$ cat src/rtl/adder_arbiter_pkg.sv
// Shared definitions for the two-requester adder arbiter: FSM encoding,
// operand width and default counter width.
package adder_pkg;
   localparam int OPW       = 4;
   localparam int CNT_W_DEF = 8;

   typedef enum logic {
      IDLE = 1'b0,
      RESP = 1'b1
   } state_t;
endpackage

$ cat src/rtl/adder_arbiter_if.sv
// Request/response bundle between the two requesters, the consumer and the arbiter.
interface adder_arbiter_if import adder_pkg::*; ();
   logic           req0_valid;
   logic           req1_valid;
   logic [OPW-1:0] req0_a;
   logic [OPW-1:0] req0_b;
   logic [OPW-1:0] req1_a;
   logic [OPW-1:0] req1_b;
   logic           req0_ready;
   logic           req1_ready;
   logic           rsp_valid;
   logic           rsp_ready;
   logic [OPW-1:0] rsp_sum;
   logic           rsp_ovf;
   logic           rsp_cout;
   logic           rsp_id;

   // master: requesters plus result consumer; slave: the arbiter itself
   modport master (
      output req0_valid, req1_valid, req0_a, req0_b, req1_a, req1_b, rsp_ready,
      input  req0_ready, req1_ready, rsp_valid, rsp_sum, rsp_ovf, rsp_cout, rsp_id
   );

   modport slave (
      input  req0_valid, req1_valid, req0_a, req0_b, req1_a, req1_b, rsp_ready,
      output req0_ready, req1_ready, rsp_valid, rsp_sum, rsp_ovf, rsp_cout, rsp_id
   );
endinterface

$ cat src/rtl/four_bit_adder.sv
// Combinational 4-bit adder reporting signed overflow and unsigned carry-out.
module four_bit_adder import adder_pkg::*; (
   input  logic [OPW-1:0] a,
   input  logic [OPW-1:0] b,
   output logic [OPW-1:0] sum,
   output logic           ovf,
   output logic           cout
);
   logic [OPW:0] full;

   assign full = {1'b0, a} + {1'b0, b};
   assign sum  = full[OPW-1:0];
   assign cout = full[OPW];
   // Same-sign operands whose sum flips sign cannot be represented.
   assign ovf  = (a[OPW-1] == b[OPW-1]) && (sum[OPW-1] != a[OPW-1]);
endmodule

$ cat src/rtl/adder_arbiter.sv
// Round-robin arbiter sharing one 4-bit adder between two requesters, with
// per-requester saturating overflow counters.
module adder_arbiter import adder_pkg::*; #(
   parameter int CNT_W = CNT_W_DEF
) (
   input  logic             clk,
   input  logic             rst_n,
   adder_arbiter_if.slave   bus,
   input  logic             clr_cnt,
   output logic [CNT_W-1:0] ovf_cnt0,
   output logic [CNT_W-1:0] ovf_cnt1
);
   localparam logic [CNT_W-1:0] CNT_MAX = '1;

   state_t         state_reg, state_next;
   logic [OPW-1:0] a_reg, b_reg;
   logic           id_reg;
   logic           last_reg;
   logic           gnt0, gnt1;
   logic           accept;
   logic           rsp_fire;
   logic [OPW-1:0] sum;
   logic           ovf, cout;
   logic [CNT_W-1:0] cnt_reg [2];

   always_comb begin
      state_next = state_reg;
      gnt0       = 1'b0;
      gnt1       = 1'b0;
      case (state_reg)
         IDLE: begin
            // On a tie the requester that did not win last time goes next.
            if (bus.req0_valid && bus.req1_valid) begin
               gnt0 = last_reg;
               gnt1 = !last_reg;
            end else begin
               gnt0 = bus.req0_valid;
               gnt1 = bus.req1_valid;
            end
            if (gnt0 || gnt1) state_next = RESP;
         end
         RESP: begin
            if (bus.rsp_ready) state_next = IDLE;
         end
         default: state_next = IDLE;
      endcase
   end

   assign accept         = gnt0 || gnt1;
   assign rsp_fire       = (state_reg == RESP) && bus.rsp_ready;
   assign bus.req0_ready = gnt0 && rst_n;
   assign bus.req1_ready = gnt1 && rst_n;

   always_ff @(posedge clk or negedge rst_n) begin
      if (!rst_n) begin
         state_reg <= IDLE;
         a_reg     <= '0;
         b_reg     <= '0;
         id_reg    <= 1'b0;
         last_reg  <= 1'b1;
      end else begin
         state_reg <= state_next;
         if (accept) begin
            a_reg    <= gnt1 ? bus.req1_a : bus.req0_a;
            b_reg    <= gnt1 ? bus.req1_b : bus.req0_b;
            id_reg   <= gnt1;
            last_reg <= gnt1;
         end
      end
   end

   four_bit_adder u_add (
      .a    (a_reg),
      .b    (b_reg),
      .sum  (sum),
      .ovf  (ovf),
      .cout (cout)
   );

   assign bus.rsp_valid = (state_reg == RESP);
   assign bus.rsp_sum   = sum;
   assign bus.rsp_ovf   = ovf;
   assign bus.rsp_cout  = cout;
   assign bus.rsp_id    = id_reg;

   // Clear wins over a coincident increment; counters stick at all-ones.
   for (genvar gi = 0; gi < 2; gi++) begin : g_cnt
      always_ff @(posedge clk or negedge rst_n) begin
         if (!rst_n) begin
            cnt_reg[gi] <= '0;
         end else if (clr_cnt) begin
            cnt_reg[gi] <= '0;
         end else if (rsp_fire && ovf && (id_reg == 1'(gi)) && (cnt_reg[gi] != CNT_MAX)) begin
            cnt_reg[gi] <= cnt_reg[gi] + CNT_W'(1);
         end
      end
   end

   assign ovf_cnt0 = cnt_reg[0];
   assign ovf_cnt1 = cnt_reg[1];
endmodule
$ cat src/flat_wrapper.sv
// flat-port wrapper written by rule: the top's interface ports become plain ports
module adder_arbiter_flat import adder_pkg::*;
#(
   parameter int CNT_W = CNT_W_DEF
)
  (clk, rst_n, clr_cnt, ovf_cnt0, ovf_cnt1, bus_req0_valid, bus_req1_valid, bus_req0_a, bus_req0_b, bus_req1_a, bus_req1_b, bus_rsp_ready, bus_req0_ready, bus_req1_ready, bus_rsp_valid, bus_rsp_sum, bus_rsp_ovf, bus_rsp_cout, bus_rsp_id);
  adder_arbiter_if bus_i ();
  input  logic clk;
  input  logic rst_n;
  input  logic clr_cnt;
  output logic [CNT_W-1:0] ovf_cnt0;
  output logic [CNT_W-1:0] ovf_cnt1;
  input wire logic [$bits(bus_i.req0_valid)-1:0] bus_req0_valid;
  input wire logic [$bits(bus_i.req1_valid)-1:0] bus_req1_valid;
  input wire logic [$bits(bus_i.req0_a)-1:0] bus_req0_a;
  input wire logic [$bits(bus_i.req0_b)-1:0] bus_req0_b;
  input wire logic [$bits(bus_i.req1_a)-1:0] bus_req1_a;
  input wire logic [$bits(bus_i.req1_b)-1:0] bus_req1_b;
  input wire logic [$bits(bus_i.rsp_ready)-1:0] bus_rsp_ready;
  output wire logic [$bits(bus_i.req0_ready)-1:0] bus_req0_ready;
  output wire logic [$bits(bus_i.req1_ready)-1:0] bus_req1_ready;
  output wire logic [$bits(bus_i.rsp_valid)-1:0] bus_rsp_valid;
  output wire logic [$bits(bus_i.rsp_sum)-1:0] bus_rsp_sum;
  output wire logic [$bits(bus_i.rsp_ovf)-1:0] bus_rsp_ovf;
  output wire logic [$bits(bus_i.rsp_cout)-1:0] bus_rsp_cout;
  output wire logic [$bits(bus_i.rsp_id)-1:0] bus_rsp_id;
  assign bus_i.req0_valid = bus_req0_valid;
  assign bus_i.req1_valid = bus_req1_valid;
  assign bus_i.req0_a = bus_req0_a;
  assign bus_i.req0_b = bus_req0_b;
  assign bus_i.req1_a = bus_req1_a;
  assign bus_i.req1_b = bus_req1_b;
  assign bus_i.rsp_ready = bus_rsp_ready;
  assign bus_req0_ready = bus_i.req0_ready;
  assign bus_req1_ready = bus_i.req1_ready;
  assign bus_rsp_valid = bus_i.rsp_valid;
  assign bus_rsp_sum = bus_i.rsp_sum;
  assign bus_rsp_ovf = bus_i.rsp_ovf;
  assign bus_rsp_cout = bus_i.rsp_cout;
  assign bus_rsp_id = bus_i.rsp_id;
  adder_arbiter #(.CNT_W(CNT_W)) u_core (.clk(clk), .rst_n(rst_n), .bus(bus_i), .clr_cnt(clr_cnt), .ovf_cnt0(ovf_cnt0), .ovf_cnt1(ovf_cnt1));
endmodule
$ cat config.mk
export PLATFORM = sky130hd
export DESIGN_NAME = adder_arbiter_flat
export DESIGN_NICKNAME = d
export VERILOG_FILES = /design/src/rtl/adder_arbiter_pkg.sv /design/src/rtl/adder_arbiter_if.sv /design/src/rtl/four_bit_adder.sv /design/src/rtl/adder_arbiter.sv /design/src/flat_wrapper.sv
export SDC_FILE = /design/constraint.sdc
export NUM_CORES = 1
export LEC_CHECK = 0
export BUFFER_PORTS_ARGS = -buffer_cell sky130_fd_sc_hd__buf_2
export CORE_ASPECT_RATIO = 1.4
export CORE_MARGIN = 2
export CORE_UTILIZATION = 51
export DETAILED_ROUTE_END_ITERATION = 6
export PLACE_DENSITY_LB_ADDON = 0.08
export REMOVE_ABC_BUFFERS = 1
export SYNTH_ARGS = -nofsm -noshare
export SYNTH_HDL_FRONTEND = slang
export SYNTH_HIERARCHICAL = 1
export SYNTH_SLANG_ARGS = --single-unit
$ cat constraint.sdc
create_clock -name clk -period 7.4 [get_ports clk]
set_clock_uncertainty 0.2 [all_clocks]
set_input_delay 0.74 -clock clk [delete_from_list [all_inputs] [get_ports clk]]
set_output_delay 0.74 -clock clk [all_outputs]
set_load 0.02 [all_outputs]
==> flow_metrics.py, run 1 <==
metrics = {
    "status": {
        "status": "finished clean",
    },
    "clock_tree": {
        "clock-sinks": 27,
        "clk_latency_ps": 270,
        "postCtsSetupBuffers": 0,
        "cts_root_buf": "clkbuf_8",
        "clk_pin_slew_worst_paths_ps": 90,
        "clockBufferDepth": 2,
        "htreeDepth": 1,
        "postCtsHoldBufs": 0,
        "cts_tree": "done",
        "cts_resized": 0,
        "cts_buffers": 3,
    },
    "timing": {
        "setup_viol": 0,
        "grt_setup_unrepaired": "no",
        "layout_worst_path_cycle_share": 0.3769,
        "layout_min_cycle_time_ps": 2789,
        "finalSetupTns_ps": 0,
        "max_freq_mhz": 358.5,
        "timing.hold.ws_ps": 283.9,
        "slew_headroom": 0.2888,
        "maxSlewViolCount": 0,
        "tightest_slew_ps": 1060,
        "finalHoldViolCount": 0,
    },
    "drt": {
        "firstDrtPassIters": 4,
        "vias_per_cell": 5.346,
        "drt.antenna.violating_nets": 0,
        "dr.first_iter.drc_count": 22,
        "wire_per_inst_um": 12.97,
        "num_vias": 1267,
        "drc": 0,
        "drt-total-wl_um": 3075,
    },
    "synthesis": {
        "synth_compound_gate_area_share": 0.1306,
        "ys_ff_latch": 27,
        "ys_types": 38,
        "syn_inst": 154,
        "ys_seq_area_frac": 0.4471,
        "yosys.area_share.adder": 0.06281,
        "avgSynthCellArea_um2": 9.831,
        "synth_top_family_by_area": "simple AND/OR/NAND/NOR gates",
        "post_synth_xor_area_fraction": 0.06364,
        "netlist_area_um2": 1514,
        "synth-simple-area-share": 0.1769,
        "synth_warnings": 6,
        "muxShareOfSynthArea": 0.08264,
    },
    "setup_path": {
        "critical_path_class": "flop to output port",
        "critPathBufInv": 1,
        "crit_arrival_ps": 1850,
        "timing.rr.end": "u_core/ovf_cnt1[6]",
        "cp_cell_sequence": "ha_1 > a21o_1 > a21oi_4 > mux2_4 > buf_2",
        "reg2reg_depth": 8,
        "endpoint_kind": "output port",
        "critPathMaxStageDelay_ps": 420,
        "critPathSlowestCell": "dfrtp_1",
        "cp-start-kind": "flop",
        "crit_cells": 5,
        "crit_fanout": 3,
        "crit_family": "flip-flops",
        "worst-endpoint-required_ps": 6460,
        "rrSetupSlack_ps": 4730,
        "regToRegStartpoint": "u_core/a_reg[1]",
    },
    "final_layout": {
        "layout_common_cells": "buf_2 (47), dfrtp_1 (26), nand2_1 (16)",
        "regArea_um2": 676.9,
        "fill_cells": 249,
        "final_common_cell": "buf_2",
        "nets": 230,
        "syn_to_final_growth_pct": 20.16,
        "drive_gt1_frac": 0.2700,
        "multi_input_area_um2": 782.0,
        "diodes": 0,
    },
    "power": {
        "ir_drop_v": 0.0002255,
        "p_leak_nw": 0.9200,
        "p_per_area_nw_per_um2": 281.2,
    },
    "placement": {
        "gp_congestion": 0.8195,
        "io_buffer_count": 47,
        "hpwl_um": 2327,
    },
    "worst_hold_path": {
        "hold_path_class": "input port to asynchronous set/reset pin",
    },
    "global_routing": {
        "grt_pass1_vias": 1236,
        "grtUsageTotal": 0.1942,
        "antenna_found_initial": 0,
        "grt_max_degree": 30,
        "grt_pass1_wl_um": 5092,
        "grt_overflow": 0,
    },
    "die": {
        "fp.dieArea_um2": 3426,
        "pin_count": 48,
        "start_util": 0.5314,
        "row_count": 23,
        "core-area_um2": 2849,
        "die_h_um": 68.47,
        "die_w_um": 50.05,
    },
    "run": {
        "cap_violations": 0,
    },
}
metrics by stage:
stage	setup slack (ps)	power, mW	instance area (um2)	instances	utilization
finish	4611	0.5115	1819	237	0.6386
global route	4549	0.5533	1819	237	0.6386
CTS	4599	0.5174	1819	237	0.6386
detailed placement	4681	0.4320	1774	233	0.6227
global placement	4718	0.4265	1774	233	0.6227
floorplan	4907	0.3607	1493	149	-
per-layer routing:
layer  global-route usage  vias to the layer above  share of wire  routed length, um
met2               0.3569                       36           0.51               1558
li1                     -                      628              -                  -
met3              0.03057                        4          0.050                154
met1               0.2173                      599           0.43               1329
met4              0.09375                        0          0.011                 34
met5                    0                        -              0                  0
area by class of cell:
type / instances / share of cell area
timing repair buffer: 47 / 0.1293
inverter: 9 / 0.01857
sequential: 27 / 0.3721
clock buffer: 4 / 0.02476
tap: 37 / 0.02545
multi-input combinational: 113 / 0.4298
worst max path at each step:
stage               slack (ps)                  to             from
global route              4550         bus_rsp_ovf  u_core/a_reg[1]
CTS                       4600         bus_rsp_ovf  u_core/a_reg[1]
floorplan                 4910  u_core/ovf_cnt1[6]  u_core/a_reg[1]
detailed placement        4680      bus_req1_ready   bus_req0_valid
finish                    4610         bus_rsp_ovf  u_core/a_reg[1]
global placement          4720      bus_req1_ready   bus_req0_valid
power breakdown:
group	internal (mW)	switching (mW)	leakage [nW]
clock	0.0385	0.0442	0.0228
combinational	0.0933	0.140	0.541
sequential	0.174	0.0213	0.356
total	0.306	0.206	0.920
logic make-up (layout without fill, tap and decap cells):
kind of cell               after synthesis  in the layout
adders and majority gates                7              7
AOI/OAI and AO/OA                       30             30
xor gates and xnor gates                11             11
and+or+nand+nor                         53             53
muxes                                   12             12
DFF                                     27             27
buffers and inverters                   14             60
synthesized netlist by cell type:
cell type,n,area share
dfrtp_1,26,0.43
nand2_1,16,0.040
nor2_1,14,0.035
o21ai_0,13,0.043
mux2i_1,11,0.073
inv_1,9,0.022
xnor2_1,7,0.040
ha_1,6,0.050
xor2_1,4,0.023
a21o_1,3,0.015
a21oi_1,3,0.0099
and2_1,3,0.012
nand3_1,3,0.0099
nand4_1,3,0.012
nor2b_1,3,0.012
a2111oi_0,2,0.012
a211oi_1,2,0.0099
and3_1,2,0.0083
and4b_1,2,0.013
clkbuf_1,2,0.0050
o211ai_1,2,0.0099
or3_1,2,0.0083
a21oi_4,1,0.011
a41o_1,1,0.0066
and4_4,1,0.0074
buf_1,1,0.0025
buf_2,1,0.0033
clkbuf_2,1,0.0033
dfstp_2,1,0.017
fa_1,1,0.013
mux2_4,1,0.0099
nand2b_1,1,0.0041
nor3_1,1,0.0033
nor4b_1,1,0.0058
o2111ai_1,1,0.0058
o21ai_1,1,0.0033
o31ai_1,1,0.0050
or4_1,1,0.0050
Power figures use the tool's default switching activity.
==> inputs of run 2 (changes only) <==
--- a/config.mk
+++ b/config.mk
@@ -5,6 +5,7 @@
 export SDC_FILE = /design/constraint.sdc
 export NUM_CORES = 1
 export LEC_CHECK = 0
+export ABC_AREA = 1
 export BUFFER_PORTS_ARGS = -buffer_cell sky130_fd_sc_hd__buf_2
 export CORE_ASPECT_RATIO = 1.4
 export CORE_MARGIN = 2
==> constraint.sdc (replaced) <==
create_clock -name clk -period 2.6 [get_ports clk]
set_clock_uncertainty 0.2 [all_clocks]
set_input_delay 0.26 -clock clk [delete_from_list [all_inputs] [get_ports clk]]
set_output_delay 0.26 -clock clk [all_outputs]
set_load 0.02 [all_outputs]
==> run 2 against run 1 <==
Compared with the run above: first-iteration DRC count up 27%; wire length increased by 15%; hold slack worse by 270 ps; combinational power rose to 3.7 times the previous value.
==> flow_metrics.py, run 2 <==
metrics = {
    "drt": {
        "vias_per_cell": 5.022,
        "num_vias": 1572,
        "wire_per_inst_um": 11.27,
        "drc": 0,
        "drt-total-wl_um": 3529,
        "firstDrtPassIters": 4,
        "dr.first_iter.drc_count": 28,
        "drt.antenna.violating_nets": 0,
    },
    "setup_path": {
        "critPathMaxStageDelay_ps": 400,
        "crit_arrival_ps": 1740,
        "crit_family": "adder cells",
        "critical_path_class": "flop to output port",
        "worst-endpoint-required_ps": 2140,
        "cp-start-kind": "flop",
        "cp_cell_sequence": "ha_1 > inv_1 > fa_1 > o31ai_1 > buf_2",
        "crit_fanout": 2,
        "critPathSlowestCell": "fa_1",
        "endpoint_kind": "output port",
        "critPathBufInv": 2,
    },
    "final_layout": {
        "nets": 304,
        "syn_to_final_growth_pct": 20.31,
        "drive_gt1_frac": 0.2883,
        "fin_area_um2": 2016,
        "diodes": 0,
        "layout_common_cells": "nand2_1 (67), buf_2 (47), dfrtp_1 (26)",
        "fill_cells": 317,
        "final_common_cell": "nand2_1",
        "utilization": 0.6454,
    },
    "placement": {
        "gp_congestion": 0.8614,
        "io_buffer_count": 47,
        "hpwl_um": 2708,
        "placed_cell_area_um2": 1961,
    },
    "die": {
        "fp.dieArea_um2": 3766,
        "row_count": 24,
        "core-area_um2": 3123,
        "start_util": 0.5365,
        "pin_count": 48,
        "die_h_um": 71.82,
        "die_w_um": 52.44,
    },
    "synthesis": {
        "synth_edf_count": 0,
        "yosys-top-cells-count": "nand2_1 (67), dfrtp_1 (26), inv_1 (21)",
        "yosys-top-cells-area": "dfrtp_1 (39%), nand2_1 (15%), nand3_1 (5.1%)",
        "async_flop_share": 1.000,
        "ys_seq_area_frac": 0.4040,
        "yosys.cell_count.top_type": "nand2_1",
        "netlist.area_leader.share": 0.3883,
        "yosys_most_used_dff": "dfrtp_1",
        "yosys.area.top_type": "dfrtp_1",
        "avgSynthCellArea_um2": 7.513,
        "ys_ff_latch": 27,
        "ys_types": 31,
        "syn_inst": 223,
        "synth_warnings": 6,
        "netlist_area_um2": 1675,
    },
    "status": {
        "status": "finished clean",
    },
    "global_routing": {
        "grt_max_degree": 28,
        "grt_pass1_vias": 1395,
        "grt_pass1_wl_um": 5947,
        "antenna_found_initial": 0,
        "grtUsageTotal": 0.1998,
        "grt_overflow": 0,
    },
    "run": {
        "cap_violations": 0,
    },
    "timing": {
        "layout_min_cycle_time_ps": 2196,
        "layout_worst_path_cycle_share": 0.8447,
        "max_freq_mhz": 455.3,
        "finalSetupTns_ps": 0,
        "finalHoldViolCount": 0,
        "grt_setup_unrepaired": "no",
        "setup_viol": 0,
        "slew_headroom": 0.7645,
        "tightest_slew_ps": 353.3,
        "maxSlewViolCount": 0,
    },
    "power": {
        "p_leak_nw": 1.090,
        "p_per_area_nw_per_um2": 819.4,
        "ir_drop_v": 0.001028,
    },
    "clock_tree": {
        "clk_latency_ps": 260,
        "clockBufferDepth": 2,
        "htreeDepth": 1,
        "cts_tree": "done",
        "postCtsSetupBuffers": 0,
        "cts_resized": 0,
        "cts_buffers": 3,
        "clk_pin_slew_worst_paths_ps": 90,
        "cts_root_buf": "clkbuf_8",
        "clock-sinks": 27,
    },
    "worst_hold_path": {
        "hold_path_class": "input port to flop",
    },
}
[run 2: through the flow]
step / power [mW] / hold WS, ps / std cells / setup WS [ps]
after floorplan: 1.190 / -235.6 / 220 / 481.6
after detailed placement: 1.431 / 140.3 / 308 / 490.5
after global routing: 1.791 / 22.48 / 313 / 256.6
after global placement: 1.430 / 132.6 / 308 / 553.2
after CTS: 1.678 / 8.746 / 313 / 368.8
final: 1.652 / 11.26 / 313 / 403.8
[run 2: power breakdown]
part	switching (mW)	total [mW]	leakage, nW	internal (mW)
registers	0.0590	0.559	0.346	0.500
clock network	0.123	0.232	0.0228	0.109
logic	0.554	0.860	0.720	0.306
total	0.736	1.65	1.09	0.915
[run 2: logic make-up after synthesis]
group / after synthesis / share of synthesized area
xor+xnor: 3 / 0.01569
buf+inv: 33 / 0.07842
fa+ha+maj: 7 / 0.05676
compound gates: 25 / 0.09410
simple gates: 128 / 0.3510
flops: 27 / 0.4040
[run 2: cell type report]
type                       count  area [um2]  area share
inverter                      30       117.6     0.05835
timing repair buffer          50       260.3      0.1291
clock buffer                   4       45.04     0.02235
sequential                    27       676.9      0.3358
multi-input combinational    163       867.1      0.4302
tap                           39       48.80     0.02421
[run 2: path summary, 6_finish.rpt]
check | endpoint | startpoint | slack, ps | cells after the start
min | u_core/bus.rsp_valid | bus_rsp_ready | 10 | 2
min in group asynchronous | u_core/ovf_cnt1[1] | rst_n | 380 | 3
max in group asynchronous | u_core/last_reg | rst_n | 1530 | 3
max reg2reg | u_core/ovf_cnt1[0] | u_core/a_reg[2] | 490 | 11
min reg2reg | u_core/last_reg | u_core/last_reg | 300 | 2
max | bus_rsp_cout | u_core/b_reg[0] | 400 | 5
[run 2: timing repair]
action / CTS / global route
endpoints found under the hold margin: 26 / 0
hold buffers: 1 / 0
endpoints found under the setup margin: 0 / 0
[run 2: layer usage]
layer	global-route usage	up-vias	share of wire
met2	0.3458	39	0.52
li1	-	821	-
met3	0.01667	2	0.040
met4	0.05128	0	0.0060
met5	0	-	0
met1	0.2644	710	0.43
